<file path="config.mk">
export PLATFORM = sky130hd
export DESIGN_NAME = paddle_ctrl_flat
export DESIGN_NICKNAME = d
export VERILOG_FILES = /design/src/rtl/paddle_ctrl_if.sv /design/src/rtl/paddle_ctrl.sv /design/src/flat_wrapper.sv
export SDC_FILE = /design/constraint.sdc
export NUM_CORES = 1
export LEC_CHECK = 0
export CAP_MARGIN = 20
export CORE_ASPECT_RATIO = 0.9
export CORE_UTILIZATION = 47
export DETAILED_ROUTE_END_ITERATION = 7
export GPL_TIMING_DRIVEN = 0
export PLACE_DENSITY = 0.71
export SYNTH_ARGS = -nofsm -noshare
export SYNTH_HDL_FRONTEND = slang
export SYNTH_SLANG_ARGS = --single-unit
</file>
<file path="constraint.sdc">
create_clock -name CLK -period 3.24 [get_ports CLK]
set_input_delay 0.648 -clock CLK [delete_from_list [all_inputs] [get_ports CLK]]
set_output_delay 0.648 -clock CLK [all_outputs]
set_load 0.005 [all_outputs]
</file>
<file path="src/rtl/paddle_ctrl_if.sv">
// Paddle controller signal bundle.
// master: step/frame/control pulses in, position and status back.
// slave : the paddle controller side.
//   up, down    one-cycle step pulses (toward y=0 / toward y=YMAX)
//   frame_tick  one-cycle pulse at start of vertical blank
//   freeze      level, movement disabled
//   center      one-cycle recentre pulse
//   paddle_y    top edge of paddle (registered)
//   moving      high while steps are being applied
//   move_done   one-cycle pulse when applying finishes
//   at_top      paddle_y == 0
//   at_bottom   paddle_y == YMAX
interface paddle_ctrl_if #(
   parameter int unsigned POS_W = 10
);
   logic             up;
   logic             down;
   logic             frame_tick;
   logic             freeze;
   logic             center;
   logic [POS_W-1:0] paddle_y;
   logic             moving;
   logic             move_done;
   logic             at_top;
   logic             at_bottom;

   modport master (
      output up, down, frame_tick, freeze, center,
      input  paddle_y, moving, move_done, at_top, at_bottom
   );

   modport slave (
      input  up, down, frame_tick, freeze, center,
      output paddle_y, moving, move_done, at_top, at_bottom
   );
endinterface

</file>
<file path="src/rtl/paddle_ctrl.sv">
// Paddle position controller for one player.
// Accumulates up/down step pulses into a saturating signed pending count and,
// on each frame tick, applies them one STEP per clock, clamped to [0, YMAX].
// Ports:
//   CLK  system clock
//   RST  synchronous active-high reset
//   bus  paddle_ctrl_if.slave (step pulses, frame_tick, freeze, center in;
//        paddle_y, moving, move_done, at_top, at_bottom out)
module paddle_ctrl #(
   parameter int unsigned SCREEN_H = 720,
   parameter int unsigned PADDLE_H = 96,
   parameter int unsigned STEP     = 8,
   parameter int unsigned POS_W    = 10,
   parameter int unsigned PEND_W   = 5
) (
   input logic          CLK,
   input logic          RST,
   paddle_ctrl_if.slave bus
);

   localparam int unsigned YMAX   = SCREEN_H - PADDLE_H;
   localparam int unsigned Y_INIT = YMAX / 2;

   localparam logic [POS_W:0]   StepW  = (POS_W+1)'(STEP);
   localparam logic [POS_W:0]   YmaxW  = (POS_W+1)'(YMAX);
   localparam logic [POS_W-1:0] YmaxP  = POS_W'(YMAX);
   localparam logic [POS_W-1:0] YinitP = POS_W'(Y_INIT);
   localparam logic [POS_W-1:0] StepP  = POS_W'(STEP);

   localparam logic signed [PEND_W:0] SatHi = (PEND_W+1)'((2 ** (PEND_W-1)) - 1);
   localparam logic signed [PEND_W:0] SatLo = -SatHi;

   typedef enum logic [0:0] {StIdle, StApply} state_e;

   state_e             state_q;
   logic [POS_W-1:0]   pos_q;
   logic [PEND_W-1:0]  pending_q;
   logic [PEND_W-1:0]  apply_cnt_q;
   logic               moving_q;
   logic               move_done_q;

   logic signed [PEND_W:0] delta;
   logic signed [PEND_W:0] pend_sum;
   logic [PEND_W-1:0]      pend_sat;
   logic                   dir_up;
   logic [POS_W-1:0]       pos_up;
   logic [POS_W:0]         pos_dn_ext;
   logic [PEND_W-1:0]      cnt_next;

   always_comb begin
      delta = '0;
      if (bus.down && !bus.up) begin
         delta = (PEND_W+1)'(1);
      end else if (bus.up && !bus.down) begin
         delta = '1;
      end

      pend_sum = $signed({pending_q[PEND_W-1], pending_q}) + delta;
      if (pend_sum > SatHi) begin
         pend_sat = SatHi[PEND_W-1:0];
      end else if (pend_sum < SatLo) begin
         pend_sat = SatLo[PEND_W-1:0];
      end else begin
         pend_sat = pend_sum[PEND_W-1:0];
      end

      // Negative apply count means movement toward y=0.
      dir_up     = apply_cnt_q[PEND_W-1];
      pos_up     = pos_q - StepP;
      // One extra bit so the overshoot past YMAX is visible before clamping.
      pos_dn_ext = {1'b0, pos_q} + StepW;
      cnt_next   = dir_up ? apply_cnt_q + PEND_W'(1) : apply_cnt_q - PEND_W'(1);
   end

   always_ff @(posedge CLK) begin
      if (RST) begin
         state_q     <= StIdle;
         pos_q       <= YinitP;
         pending_q   <= '0;
         apply_cnt_q <= '0;
         moving_q    <= 1'b0;
         move_done_q <= 1'b0;
      end else if (bus.center) begin
         state_q     <= StIdle;
         pos_q       <= YinitP;
         pending_q   <= '0;
         apply_cnt_q <= '0;
         moving_q    <= 1'b0;
         move_done_q <= 1'b0;
      end else if (bus.freeze) begin
         // Abort any move silently; the position holds where it is.
         state_q     <= StIdle;
         pending_q   <= '0;
         apply_cnt_q <= '0;
         moving_q    <= 1'b0;
         move_done_q <= 1'b0;
      end else begin
         move_done_q <= 1'b0;
         pending_q   <= pend_sat;
         unique case (state_q)
            StIdle: begin
               if (bus.frame_tick && (pending_q != '0)) begin
                  apply_cnt_q <= pending_q;
                  // Restart accumulation with this cycle's pulse so none is lost.
                  pending_q   <= delta[PEND_W-1:0];
                  state_q     <= StApply;
                  moving_q    <= 1'b1;
               end
            end
            StApply: begin
               if (dir_up && ({1'b0, pos_q} < StepW)) begin
                  pos_q       <= '0;
                  apply_cnt_q <= '0;
                  state_q     <= StIdle;
                  moving_q    <= 1'b0;
                  move_done_q <= 1'b1;
               end else if (!dir_up && (pos_dn_ext > YmaxW)) begin
                  pos_q       <= YmaxP;
                  apply_cnt_q <= '0;
                  state_q     <= StIdle;
                  moving_q    <= 1'b0;
                  move_done_q <= 1'b1;
               end else begin
                  pos_q       <= dir_up ? pos_up : pos_dn_ext[POS_W-1:0];
                  apply_cnt_q <= cnt_next;
                  if (cnt_next == '0) begin
                     state_q     <= StIdle;
                     moving_q    <= 1'b0;
                     move_done_q <= 1'b1;
                  end
               end
            end
         endcase
      end
   end

   assign bus.paddle_y  = pos_q;
   assign bus.moving    = moving_q;
   assign bus.move_done = move_done_q;
   assign bus.at_top    = (pos_q == '0);
   assign bus.at_bottom = (pos_q == YmaxP);

endmodule

</file>
<file path="src/flat_wrapper.sv">
// flat-port wrapper written by rule: the top's interface ports become plain ports
module paddle_ctrl_flat 
#(
   parameter int unsigned SCREEN_H = 720,
   parameter int unsigned PADDLE_H = 96,
   parameter int unsigned STEP     = 8,
   parameter int unsigned POS_W    = 10,
   parameter int unsigned PEND_W   = 5
)
  (CLK, RST, bus_up, bus_down, bus_frame_tick, bus_freeze, bus_center, bus_paddle_y, bus_moving, bus_move_done, bus_at_top, bus_at_bottom);
  paddle_ctrl_if #(.POS_W(POS_W)) bus_i ();
  input logic CLK;
  input logic RST;
  input wire logic [$bits(bus_i.up)-1:0] bus_up;
  input wire logic [$bits(bus_i.down)-1:0] bus_down;
  input wire logic [$bits(bus_i.frame_tick)-1:0] bus_frame_tick;
  input wire logic [$bits(bus_i.freeze)-1:0] bus_freeze;
  input wire logic [$bits(bus_i.center)-1:0] bus_center;
  output wire logic [$bits(bus_i.paddle_y)-1:0] bus_paddle_y;
  output wire logic [$bits(bus_i.moving)-1:0] bus_moving;
  output wire logic [$bits(bus_i.move_done)-1:0] bus_move_done;
  output wire logic [$bits(bus_i.at_top)-1:0] bus_at_top;
  output wire logic [$bits(bus_i.at_bottom)-1:0] bus_at_bottom;
  assign bus_i.up = bus_up;
  assign bus_i.down = bus_down;
  assign bus_i.frame_tick = bus_frame_tick;
  assign bus_i.freeze = bus_freeze;
  assign bus_i.center = bus_center;
  assign bus_paddle_y = bus_i.paddle_y;
  assign bus_moving = bus_i.moving;
  assign bus_move_done = bus_i.move_done;
  assign bus_at_top = bus_i.at_top;
  assign bus_at_bottom = bus_i.at_bottom;
  paddle_ctrl #(.SCREEN_H(SCREEN_H), .PADDLE_H(PADDLE_H), .STEP(STEP), .POS_W(POS_W), .PEND_W(PEND_W)) u_core (.CLK(CLK), .RST(RST), .bus(bus_i));
endmodule
</file>
==> results of run 1 <==
==> worst min path at each step <==
stage	start	to	slack (ps)	cells past startpoint
after floorplan	u_core.state_q	u_core.bus.moving	460	1
after global placement	u_core.state_q	u_core.bus.moving	500	1
after detailed placement	u_core.state_q	u_core.bus.moving	500	1
after CTS	u_core.state_q	u_core.bus.moving	530	1
after global routing	u_core.state_q	u_core.bus.moving	570	1
final	u_core.state_q	u_core.bus.moving	520	1
==> critical path: stages <==
cell and delay (ps):
clkdlybuf4s50_1 450, inv_1 50, ha_1 290, ha_1 330
and2_1 170, a221oi_2 390, a21boi_2 110, o221ai_1 390
o21ai_0 170, a31oi_1 190
==> cells in the mapped netlist (5+ instances only) <==
| master | number | area, sq um |
|---|---|---|
| nor3_1 | 5 | 25.0 |
| inv_1 | 8 | 30.0 |
| o21ai_0 | 10 | 50.1 |
| buf_4 | 5 | 37.5 |
| clkbuf_1 | 7 | 26.3 |
| dfxtp_1 | 20 | 400 |
| xor2_1 | 5 | 43.8 |
| a21oi_1 | 9 | 45.0 |
| ha_1 | 11 | 138 |
| nor2_1 | 9 | 33.8 |
| nand3_1 | 5 | 25.0 |
| nand2_1 | 16 | 60.1 |
| mux2i_1 | 7 | 70.1 |
==> metal layers <==
metal  routed length (um)  up-vias  track usage
met5                    0        -            0
met4                    9        0       0.0381
met1                 1920      723        0.303
met2                 1620       33        0.336
met3                  180        2       0.0472
li1                     -      763            -
==> layout make-up <==
type / count / area [sq um]
fill: 307 / 1250
timing repair buffer: 17 / 170
tap: 42 / 52.6
clock inverter: 1 / 30.0
clock buffer: 3 / 41.3
multi-input combinational: 155 / 1120
sequential: 20 / 400
inverter: 8 / 30.0
buffer: 16 / 90.1
==> power by group through the flow <==
stage	Sequential, uW	Clock (uW)	Combinational (uW)
after floorplan	259	0	69.3
after global placement	260	0	88.4
after detailed placement	260	0	92.2
after CTS	254	253	92.8
after global routing	255	262	103
final	254	253	93.4
==> placed cells by master (no fill, tap or decap), types with 4 or more instances in the layout <==
| cell | count |
|---|---|
| nand2_1 | 16 |
| o32ai_1 | 4 |
| clkbuf_1 | 7 |
| a31oi_1 | 4 |
| buf_4 | 5 |
| mux2i_1 | 7 |
| inv_1 | 8 |
| nor2_1 | 9 |
| and2_1 | 4 |
| a21oi_1 | 9 |
| nor3_1 | 5 |
| nand3_1 | 5 |
| ha_1 | 11 |
| dfxtp_1 | 20 |
| o21ai_0 | 10 |
| xor2_1 | 5 |
| nand2b_1 | 4 |
| xnor2_1 | 4 |
| o211ai_1 | 4 |
| clkdlybuf4s50_1 | 17 |
==> through the flow <==
step	area (sq um)	worst slack [ps]	power, uW
floorplan	1650	624	328
global placement	1870	25.0	348
detailed placement	1870	-6.95	352
CTS	1940	247	600
global route	1940	11.8	620
finish	1940	246	601
==> sequential cells by signal, summed over array words and instances (netlist names) <==
name                  flops
u_core.bus.moving         1
u_core.bus.move_done      1
u_core.state_q            1
u_core.bus.paddle_y       7
u_core.pending_q          5
u_core.apply_cnt_q        5
==> kinds of logic after synthesis <==
group                      after synthesis  synth area share
muxes                                    9            0.0565
DFF                                     20             0.244
xor gates and xnor gates                 9            0.0481
and+or+nand+nor                         64             0.218
AOI/OAI and AO/OA                       55             0.242
adders and majority gates               15             0.115
buffers and inverters                   24            0.0733
other                                    1           0.00229
==> flow_metrics.tcl, run 1 <==
set metrics [dict create \
    antenna_found_initial 0 \
    crit_path_start_kind "input port" \
    grt_pass1_wl_um 6240 \
    netlist_area_sq_um 1640 \
    crit_path_start "bus_down" \
    r2r_end "u_core.apply_cnt_q[3]" \
    clock_sinks 20 \
    coreArea_sq_um 3190 \
    drtIter0Drc 73 \
    via_count 1521 \
    grt_setup_unrepaired "false" \
    r2r.worst_path.cells 8 \
    cts_hold_buf 0 \
    finalMaxSlewViolations 0 \
    fin_cells 262 \
    pwr-share-comb 0.155 \
    reg2reg_from "u_core.bus.paddle_y[4]" \
    wl_per_cell_um 14.2 \
    netSwitchingFraction 0.236 \
    synth_edf_count 0 \
    clk_pin_slew_ps 80 \
    start_util 0.514 \
    clockPowerShare 0.422 \
    grt_pass1_vias 1392 \
    power_density_nw_per_um2 310 \
    final_nets 240 \
    synth_cells 197 \
    finalHoldViolations 0 \
    io_buffers 17 \
    endpoint "u_core.pending_q[0]" \
    hold_path_class "reg -> reg" \
    setup_tns_ps 0 \
    wl_um 3730 \
    fin_hold_ws_ps 524 \
    dr.pass1.iters 4 \
    hpwl_um 2960 \
    maxCapViolCount 0 \
    ys.flop_type "dfxtp_1" \
    cts_tree "built" \
    clock_latency_ps 260 \
    fin_skew_ps 1.10 \
    drc_errors 0 \
    cts_resized 0 \
    max_clock_freq_mhz 334 \
    dp.cells 258 \
    seq_power_share 0.423 \
    crit_required_ps 3430 \
    cp_max_fo 8 \
    cts_setup_buffers 0 \
    overflow 0 \
    clockBufferDepth 2 \
    leakage_uw 0.000766 \
    critPathCaptureType "register" \
    syn2layout_area_growth_pct 18.4 \
    gp_congestion 0.943 \
    p_int_uw 459 \
    switchingPower_uw 142 \
    cts_made_buffers 3 \
    synth_warnings 0 \
    synth_cell_types 57 \
    die_w_um 64.2 \
    slew_headroom 0.597 \
    post-route-period-util 0.924 \
    vias_per_cell 5.81 \
    cts_max_level 1 \
    diodes 0 \
    cp.arrival_ps 3190 \
    ir_drop_v 0.000274 \
    grt_max_degree 13 \
    dieArea_sq_um 3730 \
    io_pins 21 \
    fin_crit_ps 2990 \
    status "finished, final reports clean" \
    tightestPinTransition_ps 601 \
    die_h_um 58 \
    utilization 0.609 \
    r2r_slack_ps 580 \
    setup_viol 0 \
    num_rows 19 \
    track_usage 0.213 \
    criticalPathCategory "in -> reg" \
    synthArstFlopShare 0 \
    drive_above_1_share 0.136 \
    ys_seq_elements 20 \
    yosysSeqAreaShare 0.244 \
    antenna_left 0 \
    avgSynthCellArea_sq_um 8.31 \
    root_buffer "clkbuf_8" \
]
Note: power is estimated with default switching activity, not from simulation.
==> run 2: changes to the inputs <==
SLEW_MARGIN = 20   (was unset)
==> results of run 2 <==
The final DEF is identical to that of run 1; final timing and power are the same.
